$ cat src/rtl/mux_rr_reg_if.sv
// mux_rr_reg_if: handshake bundle between producers, the mux_rr_reg block
// and its single downstream consumer.
//   mode      : 0 = manual select (sel), 1 = round-robin scan
//   sel       : channel index used in manual mode
//   in_data   : concatenated channel words, channel i at [i*DATA_W +: DATA_W]
//   in_valid  : per-channel valid
//   in_ready  : per-channel ready (at most one bit set)
//   out_data  : registered output word
//   out_ch    : channel that sourced out_data
//   out_valid : output register holds a word
//   out_ready : consumer accepts the word
// The master modport is the environment side (producers + consumer); the
// slave modport is the mux itself.
interface mux_rr_reg_if #(
    parameter int NUM_CH = 4,
    parameter int DATA_W = 8,
    parameter int SEL_W  = $clog2(NUM_CH)
);
    logic                     mode;
    logic [SEL_W-1:0]         sel;
    logic [NUM_CH*DATA_W-1:0] in_data;
    logic [NUM_CH-1:0]        in_valid;
    logic [NUM_CH-1:0]        in_ready;
    logic [DATA_W-1:0]        out_data;
    logic [SEL_W-1:0]         out_ch;
    logic                     out_valid;
    logic                     out_ready;

    modport master (
        output mode, sel, in_data, in_valid, out_ready,
        input  in_ready, out_data, out_ch, out_valid
    );

    modport slave (
        input  mode, sel, in_data, in_valid, out_ready,
        output in_ready, out_data, out_ch, out_valid
    );
endinterface

$ cat src/rtl/mux_rr_reg.sv
// mux_rr_reg: registered NUM_CH:1 multiplexer with per-channel valid/ready,
// a one-entry output register with back-pressure, and manual or
// round-robin channel selection.
// Ports:
//   clk   : rising-edge clock
//   rst_n : asynchronous active-low reset
//   bus   : mux_rr_reg_if slave modport (channel inputs, output register)
module mux_rr_reg #(
    parameter int NUM_CH = 4,
    parameter int DATA_W = 8,
    parameter int SEL_W  = $clog2(NUM_CH)
) (
    input  logic         clk,
    input  logic         rst_n,
    mux_rr_reg_if.slave  bus
);

    logic              out_valid_q, out_valid_d;
    logic [DATA_W-1:0] out_data_q,  out_data_d;
    logic [SEL_W-1:0]  out_ch_q,    out_ch_d;
    logic [SEL_W-1:0]  rr_last_q,   rr_last_d;

    logic              can_load;
    logic              cand_vld;
    logic [SEL_W-1:0]  cand;
    logic [NUM_CH-1:0] cand_oh;
    logic [DATA_W-1:0] cand_data;
    logic              xfer;

    logic              hi_found, lo_found;
    logic [SEL_W-1:0]  hi_idx,   lo_idx;

    assign can_load = !out_valid_q || bus.out_ready;

    // Round-robin search split into two windows: channels above rr_last
    // first, then 0..rr_last. Walking downward leaves the lowest index of
    // each window, which gives the rr_last+1, rr_last+2, ... order with an
    // explicit wrap at NUM_CH (no reliance on SEL_W overflow).
    always_comb begin
        hi_found = 1'b0;
        lo_found = 1'b0;
        hi_idx   = '0;
        lo_idx   = '0;
        for (int i = NUM_CH - 1; i >= 0; i--) begin
            if (bus.in_valid[i]) begin
                if (i > int'(rr_last_q)) begin
                    hi_found = 1'b1;
                    hi_idx   = SEL_W'(i);
                end else begin
                    lo_found = 1'b1;
                    lo_idx   = SEL_W'(i);
                end
            end
        end
    end

    always_comb begin
        if (!bus.mode) begin
            // sel values at or beyond NUM_CH name no channel
            cand_vld = (int'(bus.sel) < NUM_CH);
            cand     = bus.sel;
        end else begin
            cand_vld = hi_found || lo_found;
            cand     = hi_found ? hi_idx : lo_idx;
        end
    end

    always_comb begin
        cand_oh   = '0;
        cand_data = '0;
        for (int i = 0; i < NUM_CH; i++) begin
            cand_oh[i] = cand_vld && (cand == SEL_W'(i));
            if (cand_oh[i]) begin
                cand_data = bus.in_data[i*DATA_W +: DATA_W];
            end
        end
    end

    assign xfer = can_load && |(cand_oh & bus.in_valid);

    // Manual mode may offer ready on a channel that is not valid; the
    // transfer still requires that channel's valid. Ready is forced low
    // while reset is held.
    assign bus.in_ready = {NUM_CH{can_load && rst_n}} & cand_oh;

    always_comb begin
        out_valid_d = out_valid_q;
        out_data_d  = out_data_q;
        out_ch_d    = out_ch_q;
        rr_last_d   = rr_last_q;
        if (xfer) begin
            // covers both an empty register and drain-plus-refill
            out_valid_d = 1'b1;
            out_data_d  = cand_data;
            out_ch_d    = cand;
            if (bus.mode) begin
                rr_last_d = cand;
            end
        end else if (bus.out_ready) begin
            out_valid_d = 1'b0;
        end
    end

    always_ff @(posedge clk or negedge rst_n) begin
        if (!rst_n) begin
            out_valid_q <= 1'b0;
            out_data_q  <= '0;
            out_ch_q    <= '0;
            rr_last_q   <= SEL_W'(NUM_CH - 1);
        end else begin
            out_valid_q <= out_valid_d;
            out_data_q  <= out_data_d;
            out_ch_q    <= out_ch_d;
            rr_last_q   <= rr_last_d;
        end
    end

    assign bus.out_valid = out_valid_q;
    assign bus.out_data  = out_data_q;
    assign bus.out_ch    = out_ch_q;

endmodule

$ cat src/flat_wrapper.sv
// flat-port wrapper written by rule: the top's interface ports become plain ports
module mux_rr_reg_flat 
#(
    parameter int NUM_CH = 4,
    parameter int DATA_W = 8,
    parameter int SEL_W  = $clog2(NUM_CH)
)
  (clk, rst_n, bus_mode, bus_sel, bus_in_data, bus_in_valid, bus_out_ready, bus_in_ready, bus_out_data, bus_out_ch, bus_out_valid);
  mux_rr_reg_if #(.NUM_CH(NUM_CH), .DATA_W(DATA_W), .SEL_W(SEL_W)) bus_i ();
  input  logic clk;
  input  logic rst_n;
  input wire logic [$bits(bus_i.mode)-1:0] bus_mode;
  input wire logic [$bits(bus_i.sel)-1:0] bus_sel;
  input wire logic [$bits(bus_i.in_data)-1:0] bus_in_data;
  input wire logic [$bits(bus_i.in_valid)-1:0] bus_in_valid;
  input wire logic [$bits(bus_i.out_ready)-1:0] bus_out_ready;
  output wire logic [$bits(bus_i.in_ready)-1:0] bus_in_ready;
  output wire logic [$bits(bus_i.out_data)-1:0] bus_out_data;
  output wire logic [$bits(bus_i.out_ch)-1:0] bus_out_ch;
  output wire logic [$bits(bus_i.out_valid)-1:0] bus_out_valid;
  assign bus_i.mode = bus_mode;
  assign bus_i.sel = bus_sel;
  assign bus_i.in_data = bus_in_data;
  assign bus_i.in_valid = bus_in_valid;
  assign bus_i.out_ready = bus_out_ready;
  assign bus_in_ready = bus_i.in_ready;
  assign bus_out_data = bus_i.out_data;
  assign bus_out_ch = bus_i.out_ch;
  assign bus_out_valid = bus_i.out_valid;
  mux_rr_reg #(.NUM_CH(NUM_CH), .DATA_W(DATA_W), .SEL_W(SEL_W)) u_core (.clk(clk), .rst_n(rst_n), .bus(bus_i));
endmodule
$ cat config.mk
export PLATFORM = sky130hd
export DESIGN_NAME = mux_rr_reg_flat
export DESIGN_NICKNAME = d
export VERILOG_FILES = /design/src/rtl/mux_rr_reg_if.sv /design/src/rtl/mux_rr_reg.sv /design/src/flat_wrapper.sv
export SDC_FILE = /design/constraint.sdc
export NUM_CORES = 1
export LEC_CHECK = 0
export ABC_CLOCK_PERIOD_IN_PS = 8300
export CAP_MARGIN = 25
export CORE_MARGIN = 2
export CORE_UTILIZATION = 43
export CTS_CLUSTER_DIAMETER = 60
export DETAILED_ROUTE_END_ITERATION = 8
export PLACE_DENSITY = 0.85
export REMOVE_ABC_BUFFERS = 1
export SETUP_SLACK_MARGIN = 0.05
export SLEW_MARGIN = 20
export SYNTH_ARGS = -nofsm -noshare
export SYNTH_HDL_FRONTEND = slang
export SYNTH_SLANG_ARGS = --single-unit
$ cat constraint.sdc
create_clock -name clk -period 8.3 [get_ports clk]
set_input_delay 2.49 -clock clk [delete_from_list [all_inputs] [get_ports clk]]
set_output_delay 2.49 -clock clk [all_outputs]
set_load 0.01 [all_outputs]
==> flow_metrics.py <==
metrics = {
    "sta": {
        "setup-violations-final": 0,
        "fin_skew_ns": 0.00715,
        "final_hold_viol_count": 0,
        "timing.final.crit_share_pct": 89.2,
        "fin_ws_ns": 0.893,
        "fmax_mhz": 135,
        "relSlewSlack_pct": 56.4,
        "whs_ns": 0.511,
        "final.setup.tns_ns": 0,
        "tightest_slew_ns": 0.653,
        "rsz0062_at_grt": "false",
        "fin_crit_ns": 7.41,
        "slew_viol_final": 0,
    },
    "place": {
        "placement.setup.worst_slack_ns": 0.914,
        "io_buffers": 56,
        "routabilityCongestion": 0.833,
        "dpl.hpwl_mm": 2.61,
        "place_inst": 203,
        "placed_cell_area_mm2": 0.00171,
    },
    "setup_path": {
        "cp_max_fo": 18,
        "cp.required_ns": 5.81,
        "critPathArrivalTime_ns": 4.92,
        "path_class": "in2out",
        "cp-end-kind": "primary output",
        "worst_setup_path_start_kind": "input pin",
    },
    "cts": {
        "clock-sinks": 13,
        "cts_resized": 0,
        "clk_pin_slew_worst_paths_ns": 0.09,
        "clk_latency_ns": 0.29,
        "cts_setup_buffers": 0,
        "clock-root-buffer": "clkbuf_4",
        "ctsHoldBuffers": 0,
        "cts_max_path_buffers": 2,
        "cts_buffers": 3,
        "htree_levels": 1,
        "cts_tree": "built",
    },
    "global_routing": {
        "grt_pass1_vias": 1270,
        "grt.met2_usage_pct": 38.9,
        "overflow": 0,
        "grt_pass1_wl_mm": 5.78,
        "antenna_found_initial": 0,
        "grt.busiest_layer": "met2",
        "met1_usage_pct": 28.7,
        "grt_max_degree": 21,
        "grt_usage_pct": 22.7,
        "use_met3_pct": 6.98,
    },
    "synth": {
        "synth_flop_cell": "dfrtp_1",
        "synth_seq_area_share_pct": 28.3,
        "avgSynthCellArea_um2": 9.33,
        "synth.most_common_cell": "dfrtp_1",
        "synthArstFlopShare_pct": 100,
        "postSynthCellCount": 124,
        "ys_types": 49,
        "synth_area_leaders": "dfrtp_1 24%, mux2_2 9.7%, a22oi_1 4.5%",
        "syn_area_mm2": 0.00116,
        "ys_ff_latch": 13,
        "synth_edf_count": 0,
        "synth_common_cells": "11 x dfrtp_1, 10 x mux2_2, 9 x a21oi_1, 9 x nand2_1, 7 x a22oi_1",
        "yosysWarnings": 0,
        "synth.top_cell.area_share_pct": 23.8,
        "netlist.top_cell.by_area": "dfrtp_1",
    },
    "route": {
        "ant_nets": 0,
        "wl_per_cell_um": 16.4,
        "drt_wl_total_mm": 3.40,
        "drc": 0,
        "drt_iter0_markers": 39,
        "dr.pass1.iters": 7,
        "detailroute.via_count": 1232,
        "viasPerCell": 5.95,
    },
    "floorplan": {
        "fp-row-count": 18,
        "start_util_pct": 45.9,
        "core_area_mm2": 0.00252,
        "fp.dieArea_mm2": 0.00312,
        "io_pins": 57,
        "die_y_um": 55.9,
        "die_x_um": 55.9,
    },
    "cells_and_area": {
        "final_cell_area_mm2": 0.00174,
        "nNetsFinal": 220,
        "fin_util_pct": 68.9,
        "instances_no_fill": 207,
        "seqCellArea_um2": 328,
        "area_growth_pct": 50.3,
        "nFillCells": 196,
        "diodes": 0,
        "drive_above_1_share_pct": 16.4,
        "multi_input_area_um2": 756,
    },
    "power": {
        "total_power_mw": 0.416,
        "irDropWorstVdd_uv": 191,
        "p_per_area_mw_per_mm2": 239,
        "leakagePower_nw": 0.657,
    },
    "min_path": {
        "min_path_type": "reg2reg",
    },
    "outcome": {
        "outcome": "finished clean",
    },
    "job": {
        "cap_violations": 0,
    },
}
[worst paths after layout]
path                                               startpoint  slack [ns]                            endpoint  cells past startpoint
setup / recovery                              bus_in_valid[3]        0.89                     bus_in_ready[2]                      7
hold / removal             u_core.bus.out_data[6]$_DFFE_PN0P_        0.51  u_core.bus.out_data[6]$_DFFE_PN0P_                      1
setup reg to reg              u_core.rr_last_q[1]$_DFFE_PN1P_        5.67  u_core.bus.out_data[7]$_DFFE_PN0P_                      7
hold reg to reg            u_core.bus.out_data[6]$_DFFE_PN0P_        0.51  u_core.bus.out_data[6]$_DFFE_PN0P_                      1
max in group asynchronous                               rst_n        5.28  u_core.bus.out_data[7]$_DFFE_PN0P_                      1
min in group asynchronous                               rst_n        2.59  u_core.bus.out_data[6]$_DFFE_PN0P_                      1
[power by group]
group	total, mW	switching, mW	leakage (nW)	internal, mW
Sequential	0.128	0.0304	0.149	0.0980
Clock	0.0409	0.0230	0.0177	0.0179
Combinational	0.247	0.106	0.491	0.141
Total	0.416	0.159	0.657	0.257
[kinds of logic after synthesis]
group	after synthesis	share of synthesized area [%]
AO/OA/AOI/OAI	49	33.7
AND/OR/NAND/NOR	35	17.7
multiplexers	13	13.1
flip-flops	13	28.3
buffers and inverters	13	6.38
XOR/XNOR	1	0.757
[worst max-delay path: stages]
cell and delay, ns:
clkdlybuf4s50_1 0.76, nand2b_1 0.16, a211o_1 0.37, o21ai_2 0.13, buf_4 0.23, nor3b_1 0.20, clkdlybuf4s50_1 0.57
[sequential cells by signal, summed over array words and instances, names as in the netlist]
name and cells:
u_core.rr_last_q 2, u_core.bus.out_data 8, u_core.bus.out_ch 2, u_core.bus.out_valid 1
[cells in the final DEF, fill, tap and decap left out, types with 3 or more instances in the layout]
master           Yosys  routed
nor2_1               6       6
nand2b_1             4       4
a22oi_1              7       7
nand3b_1             4       4
clkbuf_4             0       3
a221oi_1             6       6
nand2_1              9       9
o21ai_0              5       5
mux2_2              10      10
dfrtp_1             11      11
clkdlybuf4s50_1      0      56
a21oi_1              9       9
inv_1                4       4
[cell type report]
cell class / count / share of cell area (%)
multi-input cells: 98 / 43.5
repair buffers: 58 / 33.1
flip-flops and latches: 13 / 18.8
well taps: 30 / 2.16
clock buffers: 3 / 1.29
inverters: 4 / 0.863
clock inverters: 1 / 0.288
[routing by layer]
metal / vias up / wire (µm)
li1: 589 / -
met1: 590 / 1430
met2: 48 / 1720
met3: 5 / 231
met4: 0 / 27
met5: - / 0
Note: power is estimated with default switching activity, not from simulation.
